**config.mk**
```make
export PLATFORM = sky130hd
export DESIGN_NAME = rvfi_check_sequencer_flat
export DESIGN_NICKNAME = d
export VERILOG_FILES = /design/src/rtl/rvfi_check_sequencer_if.sv /design/src/rtl/rvfi_check_sequencer.sv /design/src/flat_wrapper.sv
export SDC_FILE = /design/constraint.sdc
export NUM_CORES = 1
export LEC_CHECK = 0
export BUFFER_PORTS_ARGS = -buffer_cell sky130_fd_sc_hd__buf_2
export CORE_AREA = 2 2 66 68
export CTS_CLUSTER_SIZE = 16
export DETAILED_ROUTE_END_ITERATION = 8
export DIE_AREA = 0 0 68 70
export GPL_TIMING_DRIVEN = 1
export PLACE_DENSITY = 0.73
export SLEW_MARGIN = 0
export SYNTH_ARGS = -nofsm -noshare
export SYNTH_HDL_FRONTEND = slang
export SYNTH_SLANG_ARGS = --single-unit
```
**constraint.sdc**
```tcl
create_clock -name clock -period 1.81 [get_ports clock]
set_clock_uncertainty 0.2 [all_clocks]
set_input_delay 0 -clock clock [delete_from_list [all_inputs] [get_ports clock]]
set_output_delay 0 -clock clock [all_outputs]
set_load 0.01 [all_outputs]
```
**src/rtl/rvfi_check_sequencer_if.sv**
```systemverilog
// rtl/rvfi_check_sequencer_if.sv - retirement valid in, check strobe and sequencing status out
interface rvfi_check_sequencer_if #(
  parameter int NRET  = 1,
  parameter int CNT_W = 16
);
  logic [NRET-1:0]  rvfi_valid;
  logic [NRET-1:0]  check;
  logic             core_reset;
  logic             armed;
  logic             done;
  logic             timeout;
  logic [CNT_W-1:0] retire_count;
  logic [CNT_W-1:0] cycle_count;

  // The sequencer side: consumes retirements, produces strobes and status.
  modport master (
    input  rvfi_valid,
    output check, core_reset, armed, done, timeout, retire_count, cycle_count
  );

  // The harness side: supplies retirements, observes strobes and status.
  modport slave (
    output rvfi_valid,
    input  check, core_reset, armed, done, timeout, retire_count, cycle_count
  );
endinterface

```
**src/rtl/rvfi_check_sequencer.sv**
```systemverilog
// rtl/rvfi_check_sequencer.sv - core reset window and single check point on the SKIP-th retirement
module rvfi_check_sequencer #(
  parameter int NRET         = 1,
  parameter int RESET_CYCLES = 1,
  parameter int SKIP         = 0,
  parameter int CHECK_DEPTH  = 20,
  parameter int CNT_W        = 16
) (
  input  logic                    clock,
  input  logic                    reset,
  rvfi_check_sequencer_if.master  bus
);

  typedef enum logic [1:0] {
    HOLD    = 2'd0,
    RUN     = 2'd1,
    DONE    = 2'd2,
    TIMEOUT = 2'd3
  } state_t;

  localparam logic [CNT_W-1:0] CNT_MAX    = '1;
  localparam logic [CNT_W-1:0] CNT_ONE    = CNT_W'(1);
  localparam logic [CNT_W-1:0] HOLD_LAST  = CNT_W'(RESET_CYCLES - 1);
  localparam logic [CNT_W-1:0] DEPTH_LAST = CNT_W'(CHECK_DEPTH - 1);
  // One extra bit so SKIP - retire_count and retire_count + n never alias.
  localparam logic [CNT_W:0]   SKIP_X     = (CNT_W + 1)'(SKIP);
  localparam logic [CNT_W:0]   ONE_X      = (CNT_W + 1)'(1);

  state_t           state, state_nxt;
  logic [CNT_W-1:0] cycle_q;
  logic [CNT_W-1:0] retire_q;
  logic [CNT_W-1:0] retire_nxt;
  logic [CNT_W:0]   n_ret;
  logic [CNT_W:0]   k_idx;
  logic [CNT_W:0]   seen;
  logic [CNT_W:0]   retire_sum;
  logic [NRET-1:0]  pick;
  logic             hit;
  logic             fire;

  // Count this cycle's retirements and locate the k-th set bit from the LSB (oldest first).
  always_comb begin
    seen  = '0;
    pick  = '0;
    k_idx = SKIP_X - {1'b0, retire_q};
    for (int i = 0; i < NRET; i++) begin
      if (bus.rvfi_valid[i]) begin
        if (seen == k_idx) pick[i] = 1'b1;
        seen = seen + ONE_X;
      end
    end
    n_ret      = seen;
    hit        = ({1'b0, retire_q} <= SKIP_X) && (k_idx < n_ret);
    retire_sum = {1'b0, retire_q} + n_ret;
    retire_nxt = retire_sum[CNT_W] ? CNT_MAX : retire_sum[CNT_W-1:0];
  end

  // Next state: leave HOLD after the reset window, fire once in RUN or give up at the depth limit.
  always_comb begin
    state_nxt = state;
    fire      = 1'b0;
    case (state)
      HOLD: begin
        if (cycle_q == HOLD_LAST) state_nxt = RUN;
      end
      RUN: begin
        if (hit) begin
          fire      = 1'b1;
          state_nxt = DONE;
        end else if (cycle_q == DEPTH_LAST) begin
          state_nxt = TIMEOUT;
        end
      end
      DONE:    state_nxt = DONE;
      TIMEOUT: state_nxt = TIMEOUT;
      default: state_nxt = HOLD;
    endcase
  end

  // State and saturating counters; retirements are only counted once the core is out of reset.
  always_ff @(posedge clock) begin
    if (reset) begin
      state    <= HOLD;
      cycle_q  <= '0;
      retire_q <= '0;
    end else begin
      state <= state_nxt;
      if (cycle_q != CNT_MAX) cycle_q <= cycle_q + CNT_ONE;
      if (state != HOLD) retire_q <= retire_nxt;
    end
  end

  // While reset is asserted the outputs look like HOLD regardless of the stored state.
  assign bus.core_reset   = reset || (state == HOLD);
  assign bus.check        = (fire && !reset) ? pick : '0;
  assign bus.armed        = !reset && (state == RUN);
  assign bus.done         = !reset && ((state == DONE) || (state == TIMEOUT));
  assign bus.timeout      = !reset && (state == TIMEOUT);
  assign bus.retire_count = retire_q;
  assign bus.cycle_count  = cycle_q;

endmodule

```
**src/flat_wrapper.sv**
```systemverilog
// flat-port wrapper written by rule: the top's interface ports become plain ports
module rvfi_check_sequencer_flat 
#(
  parameter int NRET         = 1,
  parameter int RESET_CYCLES = 1,
  parameter int SKIP         = 0,
  parameter int CHECK_DEPTH  = 20,
  parameter int CNT_W        = 16
)
  (clock, reset, bus_rvfi_valid, bus_check, bus_core_reset, bus_armed, bus_done, bus_timeout, bus_retire_count, bus_cycle_count);
  rvfi_check_sequencer_if #(.NRET(NRET), .CNT_W(CNT_W)) bus_i ();
  input  logic clock;
  input  logic reset;
  input wire logic [$bits(bus_i.rvfi_valid)-1:0] bus_rvfi_valid;
  output wire logic [$bits(bus_i.check)-1:0] bus_check;
  output wire logic [$bits(bus_i.core_reset)-1:0] bus_core_reset;
  output wire logic [$bits(bus_i.armed)-1:0] bus_armed;
  output wire logic [$bits(bus_i.done)-1:0] bus_done;
  output wire logic [$bits(bus_i.timeout)-1:0] bus_timeout;
  output wire logic [$bits(bus_i.retire_count)-1:0] bus_retire_count;
  output wire logic [$bits(bus_i.cycle_count)-1:0] bus_cycle_count;
  assign bus_i.rvfi_valid = bus_rvfi_valid;
  assign bus_check = bus_i.check;
  assign bus_core_reset = bus_i.core_reset;
  assign bus_armed = bus_i.armed;
  assign bus_done = bus_i.done;
  assign bus_timeout = bus_i.timeout;
  assign bus_retire_count = bus_i.retire_count;
  assign bus_cycle_count = bus_i.cycle_count;
  rvfi_check_sequencer #(.NRET(NRET), .RESET_CYCLES(RESET_CYCLES), .SKIP(SKIP), .CHECK_DEPTH(CHECK_DEPTH), .CNT_W(CNT_W)) u_core (.clock(clock), .reset(reset), .bus(bus_i));
endmodule
```
==> impl_results.md <==
* Clk buf depth at 2
* Crit Path Max Fanout at 4
* Starting Density at 46.0%
* Placer Congestion at 0.898
* Die Y at 70 um
* Req. time, crit path at 1.61 ns
* Slew margin rel. at 61.3%
* # DRC at 0
* Fin Setup TNS at -1.56 ns
* Asr flop ratio synth at 0%
* Crit path DAT at 1.75 ns
* Outcome: finished with violations
* Final setup fails at 16
* Max-slew violations at 0
* VDD IR-drop max at 481 uV
* Worst Hold Depth at 4
* Via count at 1999
* Die width at 68 um
* Synthesized flop and latch total at 34
* Largest net degree at the start of global routing at 20
* CTS tree: yes
* Distinct cell type count after synthesis at 46
* Power Total at 1710 uW
* Fin util at 67.2%
* Min Tclk post-route at 1.95 ns
* Global Route Usage Sum at 22.2%
* Pwr Density at 615 nW/um2
* # diodes at 0
* Worst-path clk slew at 0.07 ns
* CTS root buf: clkbuf_8
* Max Cap Violations at 0
* Vias/cell at 5.60
* # IOs at 40
* Detailed Route Iter0 Violations at 100
* Post-synth EDFFs at 0
* Failing checks: negative hold slack, negative setup slack
* Die Footprint at 4760 um2
* Worst r2r path cells at 9
* Share of layout cells above drive strength 1 at 49.8%
* Max H-tree Level at 2
* WHS at -0.00510 ns
* Clk_lat worst skew at 0.29 ns
* Ys Warns at 0
* Vias in the first global route at 1785
* Cell area after synthesis at 1910 um2
* Global-route wire length before repair at 8100 um
* Crit Path Class: register to primary output
* Worst Hold Class: input pin to register
* Unrepaired setup endpoints after global routing: true
* Fin worst setup slack at -0.143 ns
* Core area at 4140 um2
* WL final at 5400 um
* Post-synth top flop: dfxtp_1
* Slew @ Worst Pin at 0.581 ns
* Worst setup SP type: register
* ANT nets after route at 0
* DR pass1 iterations at 7
* DPL Wire Length at 3740 um
* Pleak at 0.00120 uW
* # rows at 24
* Clk sinks at 34
* Total global routing overflow at 0
* CP endpoint kind: primary output
* Initial antenna violation count at 0
* Highest Clock Rate at 512 MHz
* # nets final at 314
* Mean post-synth cell area at 8.71 um2
* Mapped Nets at 229
* Syn Inst Count at 219
* Wire per inst at 15.1 um
* Layout area overhead at 46.1%
* Final Hold Fails at 1
* Number of port buffers at 39
* Sequential share of the synthesized area at 35.7%
* TritonCTS Buffers at 5
* Final worst path period share at 108%
* Place WS at -0.151 ns
==> where the power goes <==
group / total (uW) / leakage, uW / switching [uW] / internal, uW
Combinational: 334 / 0.000872 / 165 / 169
Sequential: 830 / 0.000284 / 51.1 / 779
Clock: 547 / 0.0000450 / 280 / 267
==> synth_stat cells (all sizes together), types with 3 or more instances <==
master | n | area, um2
o21ai | 5 | 25.0
o211ai | 3 | 22.5
ha | 7 | 87.6
inv | 11 | 41.3
or3 | 3 | 21.3
nand4 | 11 | 83.8
a31oi | 6 | 37.5
nor2 | 19 | 71.3
buf | 3 | 33.8
nor3 | 14 | 75.1
nand3 | 7 | 40.0
xnor2 | 10 | 87.6
dfxtp | 34 | 681
nor4b | 3 | 26.3
a211oi | 3 | 22.5
a21oi | 17 | 85.1
nand2 | 13 | 48.8
nor2b | 3 | 18.8
nor4 | 14 | 121
and3 | 3 | 18.8
clkbuf | 5 | 38.8
==> area by class of cell <==
class                           count  area [um2]
Fill cell                         332        1360
Multi-Input combinational cell    166        1310
Sequential cell                    34         712
Timing Repair Buffer               86         569
Clock buffer                        6        72.6
Tap cell                           52        65.1
Inverter                           11        43.8
Clock inverter                      2        10.0
==> placed cells by master, fill, tap and decap left out, drive strengths merged, types with 3 or more instances in the layout <==
cell type and instances:
nor4b 3, nor3 14, xnor2 10, nor4 14
nor2b 3, and3 3, o211ai 3, nor2 19
nand4 11, ha 7, or3 3, a211oi 3
a21oi 17, a31oi 6, nand3 7, inv 11
nand2 13, clkbuf 6, dfxtp 34, buf 85
o21ai 5
==> per-stage QoR <==
step / hold slack (ns) / instance area, um2 / cells
global route: 0.00529 / 2790 / 357
finish: -0.00510 / 2790 / 357
global placement: 0.187 / 2430 / 341
detailed placement: 0.196 / 2430 / 341
CTS: -0.0182 / 2560 / 351
floorplan: -0.0170 / 1950 / 219
==> critical path, cell delays in order, from the launching register on <==
cell     delay [ns]
dfxtp_4        0.37
inv_4          0.05
ha_1           0.14
nor4b_2        0.18
nand4_1        0.13
nor4b_2        0.27
and4_1         0.22
buf_2          0.12
==> registers in the layout, summed over array words and instances (netlist names) <==
name	cells
u_core.state	2
u_core.bus.retire_count	16
u_core.bus.cycle_count	16
==> cells by family (layout without fill, tap and decap cells) <==
logic type	count (synthesis)	in the layout	synth area share (%)
flip-flops	34	34	35.7
multiplexers	4	4	2.23
XOR/XNOR	12	12	5.51
adder cells (fa/ha/maj)	7	7	4.59
AND/OR/NAND/NOR	100	100	32.0
AO/OA/AOI/OAI	43	43	14.0
buffers and inverters	19	105	5.97
==> layer usage <==
metal,track usage (%),vias to the layer above,wire (um)
met5,0,-,0
met3,5.96,12,246
met4,9.56,0,120
li1,-,989,-
met2,35.3,54,2630
met1,27.8,944,2410
==> final timing paths <==
kind | from | end | slack (ns)
worst max-delay path | u_core.bus.retire_count[0]$_SDFFE_PP0N_ | bus_check | -0.14
worst max register to register | u_core.bus.retire_count[0]$_SDFFE_PP0N_ | u_core.bus.retire_count[5]$_SDFFE_PP0N_ | -0.12
worst min register to register | u_core.bus.cycle_count[11]$_SDFFE_PP0P_ | u_core.bus.cycle_count[11]$_SDFFE_PP0P_ | 0.29
worst min-delay path | bus_rvfi_valid | u_core.bus.retire_count[0]$_SDFFE_PP0N_ | -0.005
==> timing repair <==
action                                  CTS  global route
setup buffers                             2             6
gates cloned                              0             1
pin swaps                                 7            12
gates resized for setup                  10            46
endpoints found under the setup margin   18            30
hold endpoints to repair                 11             0
hold buffers                              1             0
Note: power is estimated with default switching activity, not from simulation.
